**config.mk**
```make
export PLATFORM = sky130hd
export DESIGN_NAME = bcd_conv_arbiter
export DESIGN_NICKNAME = d
export VERILOG_FILES = /design/src/rtl/bcd_conv_arbiter_pkg.sv /design/src/rtl/bcd_conv_arbiter_dabble_step.sv /design/src/rtl/bcd_conv_arbiter.sv
export SDC_FILE = /design/constraint.sdc
export NUM_CORES = 1
export LEC_CHECK = 0
export CORE_ASPECT_RATIO = 0.9
export CORE_MARGIN = 4
export CORE_UTILIZATION = 40
export CTS_BUF_LIST = sky130_fd_sc_hd__clkbuf_8
export DETAILED_ROUTE_END_ITERATION = 7
export PLACE_DENSITY_LB_ADDON = 0.05
export SYNTH_ARGS = -nofsm -noshare
export SYNTH_HDL_FRONTEND = slang
export SYNTH_SLANG_ARGS = --single-unit
```
**constraint.sdc**
```tcl
create_clock -name clk -period 12.65 [get_ports clk]
set_clock_uncertainty 0.15 [all_clocks]
set_input_delay 2.53 -clock clk [delete_from_list [all_inputs] [get_ports clk]]
set_output_delay 2.53 -clock clk [all_outputs]
set_load 0.01 [all_outputs]
```
**src/rtl/bcd_conv_arbiter_pkg.sv**
```systemverilog
`default_nettype none
// ============================================================================
//  Module      : bcd_conv_arbiter_pkg
//  Description : Shared types and constants for the arbitrated, iterative
//                binary-to-BCD converter. It holds the FSM state encoding,
//                the default sizes and the double-dabble adjust constants.
//  Ports       : none (package)
//  Revision    : 1.0 - initial release
// ============================================================================
package bcd_conv_arbiter_pkg;

   // Controller states
   typedef enum logic [1:0] {
      S_IDLE = 2'd0,
      S_CONV = 2'd1,
      S_DONE = 2'd2
   } state_t;

   // Default sizing: 8-bit binary input gives three BCD digits (max 255)
   localparam int DEF_W      = 8;
   localparam int DEF_DIGITS = 3;

   // Double-dabble correction: a digit above 4 gets 3 added before the shift
   localparam logic [3:0] c_ADJ_THRESH = 4'd4;
   localparam logic [3:0] c_ADJ_OFFSET = 4'd3;

endpackage : bcd_conv_arbiter_pkg
`default_nettype wire

```
**src/rtl/bcd_conv_arbiter_dabble_step.sv**
```systemverilog
`default_nettype none
// ============================================================================
//  Module      : bcd_dabble_step
//  Description : One combinational double-dabble iteration. Every BCD digit
//                nibble above the binary field is corrected (+3 when > 4,
//                4-bit add without carry-out), then the whole vector is
//                shifted left by one with a zero fill.
//  Ports       : i_sr [4*DIGITS+W-1:0]  current shift register contents
//                o_sr [4*DIGITS+W-1:0]  adjusted and shifted value
//  Revision    : 1.0 - initial release
// ============================================================================
module bcd_dabble_step
   import bcd_conv_arbiter_pkg::*;
#(
   parameter int DIGITS = DEF_DIGITS,
   parameter int W      = DEF_W
) (
   input  logic [4*DIGITS+W-1:0] i_sr,
   output logic [4*DIGITS+W-1:0] o_sr
);

   logic [4*DIGITS+W-1:0] w_adj;

   // The binary field below the digits passes through untouched
   assign w_adj[W-1:0] = i_sr[W-1:0];

   generate
      for (genvar d = 0; d < DIGITS; d++) begin : g_digit
         logic [3:0] w_nib;
         assign w_nib                = i_sr[W+4*d +: 4];
         assign w_adj[W+4*d +: 4]    = (w_nib > c_ADJ_THRESH) ? (w_nib + c_ADJ_OFFSET) : w_nib;
      end
   endgenerate

   // Top bit of the adjusted vector is always zero for legal inputs and is
   // dropped by the shift.
   assign o_sr = w_adj << 1;

endmodule : bcd_dabble_step
`default_nettype wire

```
**src/rtl/bcd_conv_arbiter.sv**
```systemverilog
`default_nettype none
// ============================================================================
//  Module      : bcd_conv_arbiter
//  Description : Round-robin arbiter in front of a shared, iterative
//                double-dabble binary-to-BCD engine. A granted value is
//                converted in W cycles and presented with valid/ready.
//  Ports       : clk        clock, rising edge
//                rst        asynchronous active-high reset
//                req_valid  [NREQ]      per-requester request
//                req_data   [NREQ*W]    requester i at [i*W +: W]
//                req_ready  [NREQ]      one-hot accept strobe (combinational)
//                out_valid              result available
//                out_ready              consumer accepts result
//                out_id     [2]         requester index of the result
//                out_bcd    [4*DIGITS]  BCD result, [3:0] is the ones digit
//                busy                   high while converting or holding
//  Revision    : 1.0 - initial release
// ============================================================================
module bcd_conv_arbiter
   import bcd_conv_arbiter_pkg::*;
#(
   parameter int NREQ   = 3,
   parameter int W      = DEF_W,
   parameter int DIGITS = DEF_DIGITS
) (
   input  logic                  clk,
   input  logic                  rst,
   input  logic [NREQ-1:0]       req_valid,
   input  logic [NREQ*W-1:0]     req_data,
   output logic [NREQ-1:0]       req_ready,
   output logic                  out_valid,
   input  logic                  out_ready,
   output logic [1:0]            out_id,
   output logic [4*DIGITS-1:0]   out_bcd,
   output logic                  busy
);

   localparam int SRW = 4*DIGITS + W;
   localparam int CW  = $clog2(W) + 1;

   state_t              r_state;
   state_t              w_state_nxt;
   logic [SRW-1:0]      r_sr;
   logic [SRW-1:0]      w_sr_nxt;
   logic [SRW-1:0]      w_sr_step;
   logic [CW-1:0]       r_cnt;
   logic [CW-1:0]       w_cnt_nxt;
   logic [1:0]          r_rr_ptr;
   logic [1:0]          w_rr_nxt;
   logic [1:0]          r_id;
   logic [1:0]          w_id_nxt;

   // Arbitration signals
   logic [2*NREQ-1:0]   w_rv_rot;
   logic [1:0]          w_off;
   logic [2:0]          w_sum;
   logic [1:0]          w_grant;
   logic                w_any;
   logic [W-1:0]        w_grant_data;

   // ------------------------------------------------------------------------
   // Round-robin search: rotate the request vector so that rr_ptr lands on
   // bit 0, pick the lowest set bit, then map the offset back to an index.
   // ------------------------------------------------------------------------
   assign w_rv_rot = {req_valid, req_valid} >> r_rr_ptr;
   assign w_any    = |req_valid;

   always_comb begin
      w_off = 2'd0;
      for (int j = NREQ-1; j >= 0; j--) begin
         if (w_rv_rot[j]) begin
            w_off = 2'(j);
         end
      end
   end

   assign w_sum        = {1'b0, r_rr_ptr} + {1'b0, w_off};
   assign w_grant      = (w_sum >= 3'(NREQ)) ? 2'(w_sum - 3'(NREQ)) : w_sum[1:0];
   assign w_grant_data = req_data[int'(w_grant)*W +: W];

   always_comb begin
      req_ready = '0;
      if ((r_state == S_IDLE) && w_any) begin
         req_ready = NREQ'(1) << w_grant;
      end
   end

   // ------------------------------------------------------------------------
   // Shared conversion step
   // ------------------------------------------------------------------------
   bcd_dabble_step #(
      .DIGITS (DIGITS),
      .W      (W)
   ) u_step (
      .i_sr   (r_sr),
      .o_sr   (w_sr_step)
   );

   // ------------------------------------------------------------------------
   // FSM next-state and datapath next values
   // ------------------------------------------------------------------------
   always_comb begin
      w_state_nxt = r_state;
      w_sr_nxt    = r_sr;
      w_cnt_nxt   = r_cnt;
      w_rr_nxt    = r_rr_ptr;
      w_id_nxt    = r_id;
      case (r_state)
         S_IDLE: begin
            if (w_any) begin
               w_sr_nxt    = {{(4*DIGITS){1'b0}}, w_grant_data};
               w_id_nxt    = w_grant;
               w_cnt_nxt   = '0;
               w_rr_nxt    = (w_grant == 2'(NREQ-1)) ? 2'd0 : (w_grant + 2'd1);
               w_state_nxt = S_CONV;
            end
         end
         S_CONV: begin
            w_sr_nxt  = w_sr_step;
            w_cnt_nxt = r_cnt + CW'(1);
            if (r_cnt == CW'(W-1)) begin
               w_state_nxt = S_DONE;
            end
         end
         S_DONE: begin
            if (out_ready) begin
               w_state_nxt = S_IDLE;
            end
         end
         default: begin
            w_state_nxt = S_IDLE;
         end
      endcase
   end

   always_ff @(posedge clk or posedge rst) begin
      if (rst) begin
         r_state  <= S_IDLE;
         r_sr     <= '0;
         r_cnt    <= '0;
         r_rr_ptr <= 2'd0;
         r_id     <= 2'd0;
      end else begin
         r_state  <= w_state_nxt;
         r_sr     <= w_sr_nxt;
         r_cnt    <= w_cnt_nxt;
         r_rr_ptr <= w_rr_nxt;
         r_id     <= w_id_nxt;
      end
   end

   // Outputs decode directly from registered state; the BCD field of the
   // shift register is frozen in DONE, so out_bcd holds under backpressure.
   assign out_valid = (r_state == S_DONE);
   assign out_bcd   = r_sr[SRW-1:W];
   assign out_id    = r_id;
   assign busy      = (r_state != S_IDLE);

endmodule : bcd_conv_arbiter
`default_nettype wire
```
==> flow_summary.ini, run 1 <==
[grt]
grt_pass1_vias = 1532
grt_overflow = 0
pin_count_of_the_biggest_net_entering_global_routing = 31
grt_pass1_wl_um = 6960
initial_antenna_violation_count = 0
total_grt_usage = 0.146

[critical_path]
timing.critical_path.slowest_cell_delay_ns = 0.75
rr_worst_depth = 11
worstPathArrival_ns = 6.33
timing.critical_path.max_delay_family = buffers and inverters
cp_num_cells = 13
critPathMaxFanout = 13
timing.critical_path.required_ns = 9.97
crit_path_top_delay_cell = sky130_fd_sc_hd__o22ai_1
critical_path.endpoint_type = primary output
critPathBufInv = 4
timing.critical_path.from_type = input port
timing_worst_setup_path_type = input port to primary output
critical_path_cell_sequence = clkdlybuf4s50_1 > nand2b_1 > mux2_2 > a21oi_1 > ha_1 > inv_1 > fa_1 > inv_1 > ha_1 > nand2b_1 > o22ai_1 > and3_1 > clkdlybuf4s50_1

[place]
placement.io_buffers = 48
place_hpwl_um = 2930
finalWeightedCongestion = 0.703
place.detailed.instances = 306

[timing]
hold_viol_final = 0
setup_total_negative_slack_ns = 0
rsz0062_at_grt = no
finalHoldWorstSlack_ns = 0.334
min_period_over_period = 0.712
slew-limit-headroom = 0.361
setup-violations-final = 0
slew_violations = 0
fmax_ghz = 0.111
tightestPinTransition_ns = 0.959
final.min_clock_period_ns = 9.01

[power_and_ir_drop]
switching_power_uw = 308
power.sequential.fraction = 0.249
pwr-share-comb = 0.644
irDropWorstVdd_mv = 0.0994
power.density_cell_area_mw_per_mm2 = 285
clock_power_share = 0.107
power_switching_share = 0.436
power_leakage_uw = 0.00106
power_internal_uw = 397

[drt]
number_of_violations_reported_at_the_end_of_detailed_routing_iteration_0 = 63
final_antenna_net_count = 0
remaining_drcs = 0
avgViaCountPerCell = 5.09
drt-met1-wl_um = 2010
drt_pass1_iterations = 4
met3_wirelength_um = 248
top_signal_layer_used = met4
met2_length_um = 1890
total_routed_length_um = 4150
route.detailed.wl_per_inst_um = 13.3
num_vias = 1588

[floorplan]
initial_core_utilization = 0.428
dieWidth_um = 81.7
rows = 23
die_h_um = 74.4
floorplan.core_area_sq_mm = 0.00458
dieArea_sq_mm = 0.00608
num_io_pins = 49

[cells_and_area]
final.fill_count = 436
final_cell_count_no_fill = 312
n_antenna_cell = 0
drive_gt1_frac = 0.0760
multi_input_comb_area_sq_mm = 0.00100
area_growth_from_synthesis_to_layout_pct = 26.5
layout.area.seq_sq_um = 751
fin_nets = 288

[synth]
synthesis.yosys.warnings = 0
synthFlopType = sky130_fd_sc_hd__dfrtp_1
post_synthesis_cell_area_sq_mm = 0.00196
synth.lib_cells_used.distinct = 39
synth-seq-area-share = 0.384
post_synthesis_cells = 216
synth.avg_cell_area_sq_um = 9.06
post_synth_edffs = 0
syn-num-nets = 253
synthArstFlopShare = 1.00
postSynthRegisterBits = 30

[cts]
cts.hold.buffers_added = 0
cts-resized-gates = 0
postCtsSetupRepairBufs = 0
path_clk_slew_ns = 0.07
cts_tree = done
cts.sink_count = 30
cts-root-buf = sky130_fd_sc_hd__clkbuf_8
number_of_buffers_between_clock_root_and_the_deepest_sink = 2
clock_tree.htree_level_count = 2
clock_insertion_delay_worst_skew_ns = 0.27
cts_inserted_buffers = 5

[job]
max_cap_viol_count = 0

[hold_path]
worst_hold_path.num_cells = 2
hold_path.class = register to register

[outcome]
outcome = completed
## tightest hold or removal path, stage by stage (launching register included)
cell	delay, ns
sky130_fd_sc_hd__dfrtp_1	0.34
sky130_fd_sc_hd__nand2_1	0.05
sky130_fd_sc_hd__o21ai_1	0.06
## cells by family (layout without fill, tap and decap cells)
logic type | after synthesis | after routing | share of synthesized area
AOI/OAI and AO/OA | 63 | 63 | 0.201
xor gates and xnor gates | 3 | 3 | 0.0134
adders and majority gates | 7 | 7 | 0.0486
buffers and inverters | 39 | 73 | 0.105
DFF | 30 | 30 | 0.384
muxes | 20 | 20 | 0.109
and+or+nand+nor | 54 | 54 | 0.139
## final cells by class
| class | instances | share of cell area |
|---|---|---|
| Inverter | 16 | 0.0243 |
| Tap cell | 62 | 0.0313 |
| Clock buffer | 6 | 0.0334 |
| Sequential cell | 30 | 0.303 |
| Multi-Input combinational cell | 147 | 0.404 |
| Timing Repair Buffer | 51 | 0.203 |
## power by group through the flow
stage / clock network (uW) / registers [uW] / logic [uW]
floorplan: 0 / 170 / 370
global placement: 0 / 177 / 454
detailed placement: 0 / 178 / 458
CTS: 78.3 / 176 / 461
global route: 82.3 / 183 / 510
finish: 75.8 / 175 / 454
## metrics by stage
stage                     utilization  worst slack, ns  cell area, sq um  power, uW
after floorplan                     -             5.00              1960        540
after global placement          0.523             3.64              2390        630
after detailed placement        0.523             3.59              2390        636
after CTS                       0.541             3.58              2470        715
after global routing            0.541             3.37              2470        775
final                           0.541             3.64              2470        705
## routing by layer
layer  up-vias  global-route usage
li1        823                   -
met1       720               0.200
met2        43               0.235
met3         2              0.0363
met4         0              0.0332
met5         -                   0
## Yosys cell counts, types with 2 or more instances
cell                        count  area (sq um)
sky130_fd_sc_hd__o21ai_0        7          35.0
sky130_fd_sc_hd__nand2b_1       5          31.3
sky130_fd_sc_hd__or2_1          2          12.5
sky130_fd_sc_hd__and3_1         2          12.5
sky130_fd_sc_hd__xnor2_1        3          26.3
sky130_fd_sc_hd__inv_1         16          60.1
sky130_fd_sc_hd__nand2_1       11          41.3
sky130_fd_sc_hd__nand3_1        8          40.0
sky130_fd_sc_hd__dfrtp_1       30           751
sky130_fd_sc_hd__o31ai_1        4          30.0
sky130_fd_sc_hd__o21ai_1       15          75.1
sky130_fd_sc_hd__buf_2          5          25.0
sky130_fd_sc_hd__a32o_1         3          30.0
sky130_fd_sc_hd__buf_4         12          90.1
sky130_fd_sc_hd__nor2b_1        3          18.8
sky130_fd_sc_hd__a21o_1         2          15.0
sky130_fd_sc_hd__clkbuf_1       5          18.8
sky130_fd_sc_hd__ha_1           6          75.1
sky130_fd_sc_hd__nor3_1         4          20.0
sky130_fd_sc_hd__mux2i_1       10           100
sky130_fd_sc_hd__a21oi_1       14          70.1
sky130_fd_sc_hd__mux2_2         7          78.8
sky130_fd_sc_hd__o22ai_1       10          62.6
sky130_fd_sc_hd__nor2_1        13          48.8
sky130_fd_sc_hd__mux2_1         3          33.8
sky130_fd_sc_hd__o2bb2ai_1      3          26.3
## sequential cells by signal (all words and copies together), names as in the netlist
| register | cells |
|---|---|
| out_id | 2 |
| r_sr | 20 |
| r_rr_ptr | 2 |
| r_state | 2 |
| r_cnt | 4 |
## final timing paths
check,from,end,slack [ns]
max,req_valid[1],req_ready[1],3.64
min,out_id[1],out_id[1],0.33
max reg2reg,r_rr_ptr[0],r_sr[0],9.08
min reg2reg,out_id[1],out_id[1],0.33
max in group asynchronous,rst,r_sr[5],9.57
min in group asynchronous,rst,out_id[1],2.48
## layout by cell type (no fill, tap or decap), types with 5 or more instances in the layout
cell	count
sky130_fd_sc_hd__clkbuf_8	6
sky130_fd_sc_hd__o21ai_0	7
sky130_fd_sc_hd__ha_1	6
sky130_fd_sc_hd__mux2_2	7
sky130_fd_sc_hd__nand3_1	8
sky130_fd_sc_hd__o21ai_1	15
sky130_fd_sc_hd__inv_1	16
sky130_fd_sc_hd__nand2b_1	5
sky130_fd_sc_hd__nand2_1	11
sky130_fd_sc_hd__dfrtp_1	30
sky130_fd_sc_hd__clkdlybuf4s50_1	48
sky130_fd_sc_hd__nor2_1	13
sky130_fd_sc_hd__mux2i_1	10
sky130_fd_sc_hd__o22ai_1	10
sky130_fd_sc_hd__a21oi_1	14
Note: power is estimated with default switching activity, not from simulation.
==> run 2: changes to the inputs <==
- clock period: 12.65 -> 8.5 ns (I/O delays scaled with it)
==> run 2 against run 1 <==
  * Combinational power grew 52%
  * Via count rose by 2.3%
  * Largest cell class unchanged
  * Total power rose by 52%
  * Critical path depth up 1
  * Register-to-register slack worse by 4.0 ns
  * Largest power group unchanged
  * Global-route usage grew 0.32 points
  * Worst hold slack better by 0.0022 ns
==> flow_summary.ini, run 2 (synthesized netlist as in run 1, its figures left out) <==
[cts]
path_clk_slew_ns = 0.07
cts_inserted_buffers = 5
cts.hold.buffers_added = 0
postCtsSetupRepairBufs = 0
number_of_buffers_between_clock_root_and_the_deepest_sink = 2
cts-root-buf = sky130_fd_sc_hd__clkbuf_8
clock_insertion_delay_worst_skew_ns = 0.28
cts.sink_count = 30
cts_tree = done
clock_tree.htree_level_count = 2
cts-resized-gates = 0

[drt]
remaining_drcs = 0
num_vias = 1625
total_routed_length_um = 4280
final_antenna_net_count = 0
drt_pass1_iterations = 4
avgViaCountPerCell = 5.16
number_of_violations_reported_at_the_end_of_detailed_routing_iteration_0 = 62
route.detailed.wl_per_inst_um = 13.6

[hold_path]
holdPathEnd = r_sr[8]
hold_start = r_sr[7]
worst_hold_path.num_cells = 2
hold_path.class = register to register

[outcome]
outcome = completed

[job]
max_cap_viol_count = 0

[grt]
grt_overflow = 0
initial_antenna_violation_count = 0
grt_pass1_wl_um = 7060
grt_pass1_vias = 1537
pin_count_of_the_biggest_net_entering_global_routing = 31
total_grt_usage = 0.150

[critical_path]
timing.critical_path.required_ns = 6.65
timing.critical_path.from_type = input port
critical_path.endpoint_type = primary output
timing_worst_setup_path_type = input port to primary output
worst-r2r-setup-slack_ns = 5.08
critPathMaxFanout = 10
rr_worst_depth = 12
rr_endpoint = r_sr[0]
crit-reg2reg-launch = r_rr_ptr[0]
worstPathArrival_ns = 5.32

[power_and_ir_drop]
switching_power_uw = 468
power_leakage_uw = 0.00108
clock_power_share = 0.110
power.sequential.fraction = 0.245
power.density_cell_area_mw_per_mm2 = 430
irDropWorstVdd_mv = 0.153
power_switching_share = 0.437
pwr-share-comb = 0.645
power_internal_uw = 602

[floorplan]
floorplan.core_area_sq_mm = 0.00458
rows = 23
dieWidth_um = 81.7
die_h_um = 74.4
initial_core_utilization = 0.428
num_io_pins = 49
dieArea_sq_mm = 0.00608

[timing]
setup_total_negative_slack_ns = 0
hold_viol_final = 0
slew-limit-headroom = 0.471
final.min_clock_period_ns = 7.17
setup-violations-final = 0
fmax_ghz = 0.139
tightestPinTransition_ns = 0.793
rsz0062_at_grt = no
slew_violations = 0
min_period_over_period = 0.844
postLayoutSetupSlackWorst_ns = 1.33

[cells_and_area]
mostFrequentLayoutCells = sky130_fd_sc_hd__clkdlybuf4s50_1 (48), sky130_fd_sc_hd__dfrtp_1 (30), sky130_fd_sc_hd__inv_1 (17), sky130_fd_sc_hd__o21ai_1 (15), sky130_fd_sc_hd__a21oi_1 (14)
largest_register_ffs = 20
top_regs = r_sr x20, r_cnt x4
final_core_util = 0.544
top_reg_by_flops = r_sr
final_area_sq_mm = 0.00249
final_common_cell = sky130_fd_sc_hd__clkdlybuf4s50_1
n_antenna_cell = 0
layout.area.seq_sq_um = 751
multi_input_comb_area_sq_mm = 0.00100
final.fill_count = 439
drive_gt1_frac = 0.0830
fin_nets = 289
area_growth_from_synthesis_to_layout_pct = 27.3

[place]
placement.io_buffers = 48
preCtsSetupSlack_ns = 1.32
place_hpwl_um = 3030
finalWeightedCongestion = 0.700
dpl_cell_area_sq_mm = 0.00240
[run 2: cell types whose count changed in the layout (fill, tap and decap cells not counted)]
cell	change
sky130_fd_sc_hd__clkinv_2	+1
sky130_fd_sc_hd__buf_4	+1
sky130_fd_sc_hd__inv_1	+1
[run 2: stage by stage]
step,power (uW),std cells,hold WS (ns)
global route,1170,315,0.364
finish,1070,315,0.336
global placement,948,307,0.321
floorplan,803,216,0.295
CTS,1080,315,0.342
detailed placement,957,307,0.335
[run 2: layout make-up]
class / instances / share of cell area
clock buffer: 6 / 0.0331
multi-input combinational: 147 / 0.402
tap: 62 / 0.0311
timing repair buffer: 52 / 0.205
inverter: 16 / 0.0241
sequential: 30 / 0.301
clock inverter: 2 / 0.00352
[run 2: routing by layer]
metal | vias up | routed length (um) | GRT usage
li1 | 827 | - | -
met1 | 752 | 2190 | 0.201
met2 | 39 | 1840 | 0.237
met3 | 7 | 196 | 0.0375
met4 | 0 | 58 | 0.0498
met5 | - | 0 | 0
[run 2: power groups by stage]
stage	logic, uW	clock network, uW	registers [uW]
after detailed placement	693	0	264
after global placement	685	0	263
final	690	118	262
after global routing	772	128	272
after CTS	696	122	263
after floorplan	551	0	252
[run 2: worst max-delay path: stages]
cell	delay [ns]
sky130_fd_sc_hd__clkdlybuf4s50_1	0.60
sky130_fd_sc_hd__nand2b_1	0.11
sky130_fd_sc_hd__mux2_2	0.26
sky130_fd_sc_hd__a21oi_1	0.15
sky130_fd_sc_hd__ha_1	0.16
sky130_fd_sc_hd__inv_1	0.05
sky130_fd_sc_hd__fa_1	0.50
sky130_fd_sc_hd__inv_1	0.06
sky130_fd_sc_hd__ha_1	0.20
sky130_fd_sc_hd__nand2b_1	0.19
sky130_fd_sc_hd__mux2_2	0.40
sky130_fd_sc_hd__or2_4	0.30
sky130_fd_sc_hd__nor2_1	0.11
sky130_fd_sc_hd__clkdlybuf4s50_1	0.54
[run 2: worst max-delay path by stage]
stage,start,slack (ns),end
after floorplan,req_valid[0],2.51,req_ready[0]
after global placement,req_valid[1],1.41,req_ready[2]
after detailed placement,req_valid[1],1.32,req_ready[2]
after CTS,req_valid[1],1.30,req_ready[1]
after global routing,req_valid[1],1.09,req_ready[1]
final,req_valid[1],1.33,req_ready[2]
